### src/rtl/instr_align_stage_pkg.sv
// Shared types and constants for the IF->ID realignment stage.
// The RVC split/merge path is built only when INSTR_ALIGN_RVC_EN is defined.
package instr_align_stage_pkg;

   localparam int XLEN     = 64;
   localparam int ILEN     = 32;
   localparam int HW_BITS  = 16;
   localparam int HW_BYTES = 2;

   typedef enum logic [1:0] {
      ALIGNED = 2'd0,
      UPPER   = 2'd1,
      SPLIT   = 2'd2
   } align_state_e;

   typedef struct packed {
      logic [ILEN-1:0] instr;
      logic [XLEN-1:0] pc;
      logic            valid;
      logic            compressed;
   } if_id_payload_t;

   // A parcel starts a 32-bit instruction only when its two low bits are both set.
   function automatic logic is_compressed(input logic [1:0] parcel_lsb);
      return parcel_lsb != 2'b11;
   endfunction

endpackage

### src/rtl/instr_align_stage_if_id_pipe_reg.sv
// IF->ID payload register: flush clears valid, stall holds, otherwise loads or drops valid.
module if_id_pipe_reg
   import instr_align_stage_pkg::*;
(
   input  logic            clk,
   input  logic            rst_n,
   input  logic            i_flush,
   input  logic            i_hold,
   input  logic            i_load,
   input  logic [ILEN-1:0] i_instr,
   input  logic [XLEN-1:0] i_pc,
   input  logic            i_valid,
   input  logic            i_compressed,
   output logic [ILEN-1:0] o_instr,
   output logic [XLEN-1:0] o_pc,
   output logic            o_valid,
   output logic            o_compressed
);

   if_id_payload_t payload_q;

   always_ff @(posedge clk or negedge rst_n) begin
      if (!rst_n) begin
         payload_q <= '0;
      end else if (i_flush) begin
         payload_q.valid <= 1'b0;
      end else if (!i_hold) begin
         if (i_load) begin
            payload_q.instr      <= i_instr;
            payload_q.pc         <= i_pc;
            payload_q.valid      <= i_valid;
            payload_q.compressed <= i_compressed;
         end else begin
            payload_q.valid <= 1'b0;
         end
      end
   end

   assign o_instr      = payload_q.instr;
   assign o_pc         = payload_q.pc;
   assign o_valid      = payload_q.valid;
   assign o_compressed = payload_q.compressed;

endmodule

### src/rtl/instr_align_stage.sv
// IF->ID realignment: splits 16/32-bit parcels from word-aligned fetch into one instruction per cycle.
// Define INSTR_ALIGN_RVC_EN to enable compressed-instruction handling; otherwise every word is one instruction.
module instr_align_stage
   import instr_align_stage_pkg::*;
(
   input  logic            clk,
   input  logic            rst_n,
   input  logic [ILEN-1:0] i_if_instr,
   input  logic [XLEN-1:0] i_if_pc,
   input  logic            i_if_valid_instr,
   input  logic            i_id_ready,
   input  logic            i_flush,
   input  logic            i_redirect_hw,
   output logic            o_incr_pc,
   output logic [ILEN-1:0] o_id_instr,
   output logic [XLEN-1:0] o_id_pc,
   output logic            o_id_valid,
   output logic            o_id_compressed,
   output logic [1:0]      o_dbg_state
);

   // Handshake: a fetch word is consumed only on a cycle with i_if_valid_instr & i_id_ready & ~i_flush;
   // o_incr_pc tells fetch whether that consumed word is finished (advance) or must be re-presented.
   localparam logic [1:0] ST_ALIGNED = ALIGNED;

   logic            advance;
   logic [ILEN-1:0] pay_instr;
   logic [XLEN-1:0] pay_pc;
   logic            pay_valid;
   logic            pay_comp;

   assign advance = i_if_valid_instr & i_id_ready & ~i_flush;

`ifdef INSTR_ALIGN_RVC_EN
   localparam logic [1:0] ST_UPPER = UPPER;
   localparam logic [1:0] ST_SPLIT = SPLIT;

   logic [1:0]         state_q, state_d;
   logic [HW_BITS-1:0] hw_buf_q, hw_buf_d;
   logic [XLEN-1:0]    hw_buf_pc_q, hw_buf_pc_d;
   logic               incr_fsm;
   logic [HW_BITS-1:0] lo_parcel, hi_parcel;
   logic [XLEN-1:0]    upper_pc;

   assign lo_parcel = i_if_instr[HW_BITS-1:0];
   assign hi_parcel = i_if_instr[ILEN-1:HW_BITS];
   assign upper_pc  = i_if_pc + XLEN'(HW_BYTES);

   always_comb begin
      state_d     = state_q;
      hw_buf_d    = hw_buf_q;
      hw_buf_pc_d = hw_buf_pc_q;
      pay_instr   = i_if_instr;
      pay_pc      = i_if_pc;
      pay_valid   = 1'b1;
      pay_comp    = 1'b0;
      incr_fsm    = 1'b0;
      case (state_q)
         ST_ALIGNED: begin
            if (is_compressed(lo_parcel[1:0])) begin
               pay_instr = {{HW_BITS{1'b0}}, lo_parcel};
               pay_comp  = 1'b1;
               state_d   = ST_UPPER;
            end else begin
               incr_fsm  = 1'b1;
            end
         end
         ST_UPPER: begin
            incr_fsm = 1'b1;
            if (is_compressed(hi_parcel[1:0])) begin
               pay_instr = {{HW_BITS{1'b0}}, hi_parcel};
               pay_pc    = upper_pc;
               pay_comp  = 1'b1;
               state_d   = ST_ALIGNED;
            end else begin
               // Upper half opens a 32-bit instruction; finish it with the next word's low half.
               hw_buf_d    = hi_parcel;
               hw_buf_pc_d = upper_pc;
               pay_valid   = 1'b0;
               state_d     = ST_SPLIT;
            end
         end
         ST_SPLIT: begin
            pay_instr = {lo_parcel, hw_buf_q};
            pay_pc    = hw_buf_pc_q;
            state_d   = ST_UPPER;
         end
         default: begin
            state_d = ST_ALIGNED;
         end
      endcase
   end

   always_ff @(posedge clk or negedge rst_n) begin
      if (!rst_n) begin
         state_q     <= ST_ALIGNED;
         hw_buf_q    <= '0;
         hw_buf_pc_q <= '0;
      end else if (i_flush) begin
         state_q     <= i_redirect_hw ? ST_UPPER : ST_ALIGNED;
         hw_buf_q    <= '0;
         hw_buf_pc_q <= '0;
      end else if (advance) begin
         state_q     <= state_d;
         hw_buf_q    <= hw_buf_d;
         hw_buf_pc_q <= hw_buf_pc_d;
      end
   end

   assign o_incr_pc   = rst_n & advance & incr_fsm;
   assign o_dbg_state = state_q;
`else
   logic unused_redirect_hw;

   assign unused_redirect_hw = i_redirect_hw;
   assign pay_instr          = i_if_instr;
   assign pay_pc             = i_if_pc;
   assign pay_valid          = 1'b1;
   assign pay_comp           = 1'b0;
   assign o_incr_pc          = rst_n & i_id_ready & i_if_valid_instr;
   assign o_dbg_state        = ST_ALIGNED;
`endif

   if_id_pipe_reg u_pipe_reg (
      .clk          (clk),
      .rst_n        (rst_n),
      .i_flush      (i_flush),
      .i_hold       (~i_id_ready),
      .i_load       (advance),
      .i_instr      (pay_instr),
      .i_pc         (pay_pc),
      .i_valid      (pay_valid),
      .i_compressed (pay_comp),
      .o_instr      (o_id_instr),
      .o_pc         (o_id_pc),
      .o_valid      (o_id_valid),
      .o_compressed (o_id_compressed)
   );

endmodule
### config.mk
export PLATFORM = sky130hd
export DESIGN_NAME = instr_align_stage
export DESIGN_NICKNAME = d
export VERILOG_FILES = /design/src/rtl/instr_align_stage_pkg.sv /design/src/rtl/instr_align_stage_if_id_pipe_reg.sv /design/src/rtl/instr_align_stage.sv
export SDC_FILE = /design/constraint.sdc
export NUM_CORES = 1
export LEC_CHECK = 0
export CAP_MARGIN = 20
export CORE_ASPECT_RATIO = 2
export CORE_MARGIN = 5
export CORE_UTILIZATION = 42
export CTS_CLUSTER_DIAMETER = 40
export CTS_CLUSTER_SIZE = 24
export DETAILED_ROUTE_END_ITERATION = 10
export GPL_TIMING_DRIVEN = 0
export PLACE_DENSITY = 0.85
export SLEW_MARGIN = 10
export SYNTH_ARGS = -nofsm -noshare
export SYNTH_HDL_FRONTEND = slang
export SYNTH_SLANG_ARGS = --single-unit
### constraint.sdc
create_clock -name clk -period 2.51 [get_ports clk]
set_clock_uncertainty 0.2 [all_clocks]
set_input_delay 0.251 -clock clk [delete_from_list [all_inputs] [get_ports clk]]
set_output_delay 0.251 -clock clk [all_outputs]
set_load 0.005 [all_outputs]
==> flow_summary_export.csv <==
group,metric,value,unit
outcome,status,"finished clean",
drt,drt.antenna.violating_nets,0,
clock_tree,holdBufCountCts,2,
placement,numPortBuffers,198,
worst_hold_path,min_to,"u_pipe_reg.o_valid",
synthesis,synth.most_common_cell,"dfrtp_1",
global_route,grt_max_degree,52,
floorplan,die_h,145,um
layout,nets,527,
placement,dp_hpwl,8210,um
synthesis,ys_warn_count,0,
clock_tree,root_buffer,"clkbuf_16",
critical_path,required,2.06,ns
synthesis,yosysUniqueCellTypes,11,
clock_tree,cts_sinks,97,
synthesis,avgSynthCellArea,18.0,sq um
synthesis,synth_area_leaders,"dfrtp_1 (64%), mux2_2 (17%), mux2_4 (16%)",
floorplan,ios,203,
synthesis,ys_seq_area_share,63.8,%
synthesis,yosysTopAreaCell,"dfrtp_1",
drt,vias_per_cell,4.88,
drt,post_drt_wl_per_cell,19.9,um
layout,antenna_cells,0,
critical_path,reg2reg_slack,1.52,ns
clock_tree,clock_path_buffers,2,
synthesis,synth_edf_count,0,
sta,hold_viol_final,0,
floorplan,die_w,77.3,um
drt,drt_first_pass_iters,3,
floorplan,initial_core_util,42.5,%
floorplan,die_area,11200,sq um
synthesis,synth_top_area_share,63.8,%
sta,slew_violations,0,
clock_tree,cts_setup_buffers,0,
pwr,cellPowerDensity,758,nW/um^2
drt,drcViolationCount,0,
global_route,grt_use_total,18.9,%
synthesis,ys_ff_latch,97,
layout,synthToLayoutAreaGrowth,65.5,%
critical_path,cp-end-kind,"output port",
drt,first_iter_violations,69,
critical_path,reg2reg_from,"u_pipe_reg.o_pc[22]",
critical_path,cp-start-kind,"input port",
clock_tree,cts_tree,"yes",
critical_path,rr_endpoint,"u_pipe_reg.o_pc[22]",
sta,post-route-period-util,82.6,%
job,drv_cap,0,
floorplan,rows,49,
global_route,antenna_found_initial,0,
layout,fillers,617,
clock_tree,clk_latency,0.33,ns
layout,drive_gt1_share,29.8,%
clock_tree,clk_pin_slew_worst_paths,0.06,ns
placement,place_congestion,0.694,
sta,rsz0062_at_grt,"no",
worst_hold_path,hold_depth,2,
critical_path,rr_worst_depth,1,
critical_path,worstSetupPathType,"input port to output port",
pwr,peakVddDrop,588,uV
synthesis,synthCells,211,
sta,holdWs,0.276,ns
global_route,grt_pass1_wl,15900,um
synthesis,yosys-top-cells-count,"dfrtp_1 (97), mux2_2 (56), mux2_4 (40), buf_2 (5), buf_6 (5)",
clock_tree,cts_buffers,9,
floorplan,coreArea,8950,sq um
clock_tree,cts_resized,0,
global_route,grt_overflow,0,
clock_tree,cts-htree-levels,3,
synthesis,synth_ff_type,"dfrtp_1",
critical_path,cp_max_fo,3,
sta,setup_violations,0,
synthesis,syn_area,3810,sq um
sta,setup-tns-final,0,ns
layout,post-route-util,70.4,%
worst_hold_path,hp-start,"i_flush",
pwr,power.total,4.77,mW
drt,vias,2592,
worst_hold_path,hp-class,"input port to flip-flop",
drt,routed_wirelength,10600,um
synthesis,synthArstFlopShare,100,%
critical_path,crit_arrival,1.62,ns
pwr,p_leak,2.81,nW
sta,fin_crit,2.07,ns
sta,fmax,0.482,GHz
global_route,grt_pass1_vias,3023,
==> report_power, final <==
group	switching (mW)	total, mW	leakage, nW	internal, mW
Combinational	0.355	1.29	1.51	0.936
Sequential	0.160	2.02	1.15	1.86
Clock	0.569	1.46	0.151	0.892
Total	1.08	4.77	2.81	3.69
==> routing by layer <==
metal | vias to the layer above | part of all wire [%] | GRT usage, % | wire length, um
met1 | 1292 | 32 | 18.4 | 3420
met5 | - | 0 | 0 | 0
met2 | 116 | 57 | 34.9 | 6060
li1 | 1156 | - | - | -
met3 | 28 | 5.5 | 4.86 | 583
met4 | 0 | 4.6 | 11.1 | 483
==> critical path, stage by stage <==
cell	delay, ns
dlygate4sd3_1	0.53
buf_4	0.18
and3_1	0.17
clkdlybuf4s50_1	0.50
==> placed cells by master, fill, tap and decap left out <==
master,count
bufinv_16,2
buf_2,5
clkbuf_16,9
mux2_4,40
clkinvlp_4,2
mux2i_1,1
clkbuf_8,1
dfrtp_1,97
buf_4,4
nand3b_4,1
buf_16,1
mux2_2,56
buf_12,1
dlygate4sd3_1,1
nor2_1,1
buf_6,5
and3_1,1
clkinv_2,1
clkdlybuf4s50_1,197
conb_1,3
==> state kept, by name, indices dropped and copies added, names as in the netlist <==
name	flops
u_pipe_reg.o_valid	1
u_pipe_reg.o_pc	64
u_pipe_reg.o_instr	32
==> cells by family (layout without fill, tap and decap cells) <==
group                  Yosys count  after routing  share of synthesized area [%]
DFF                             97             97                           63.8
muxes                           97             97                           32.6
buffers and inverters           13            229                           2.73
other                            1              3                         0.0985
and+or+nand+nor                  3              3                          0.789
==> worst max-delay path by stage <==
stage                     slack (ns)                  end  depth (start not counted)  startpoint
after CTS                       0.42            o_incr_pc                          4       rst_n
after detailed placement        0.48            o_incr_pc                          3       rst_n
final                           0.44            o_incr_pc                          4       rst_n
after floorplan                 1.20  u_pipe_reg.o_pc[14]                          4     i_flush
after global placement         -2.77            o_incr_pc                          3       rst_n
after global routing            0.40            o_incr_pc                          4       rst_n
==> metrics by stage <==
stage / std cells / area, sq um / setup WS [ns]
5_1_grt: 531 / 6300 / 0.401
6_report: 531 / 6300 / 0.436
4_1_cts: 531 / 6300 / 0.425
2_1_floorplan: 213 / 3810 / 1.20
3_3_place_gp: 513 / 5920 / -2.77
3_5_place_dp: 514 / 5940 / 0.481
==> layout make-up <==
| class | count | area, sq um | share of cell area, % |
|---|---|---|---|
| Timing Repair Buffer | 201 | 2040 | 32.3 |
| Buffer | 13 | 104 | 1.65 |
| Sequential cell | 97 | 2430 | 38.5 |
| Clock inverter | 5 | 80.1 | 1.27 |
| Multi-Input combinational cell | 103 | 1280 | 20.4 |
| Tap cell | 102 | 128 | 2.03 |
| Clock buffer | 10 | 239 | 3.79 |
(Power assumes the default switching activity.)
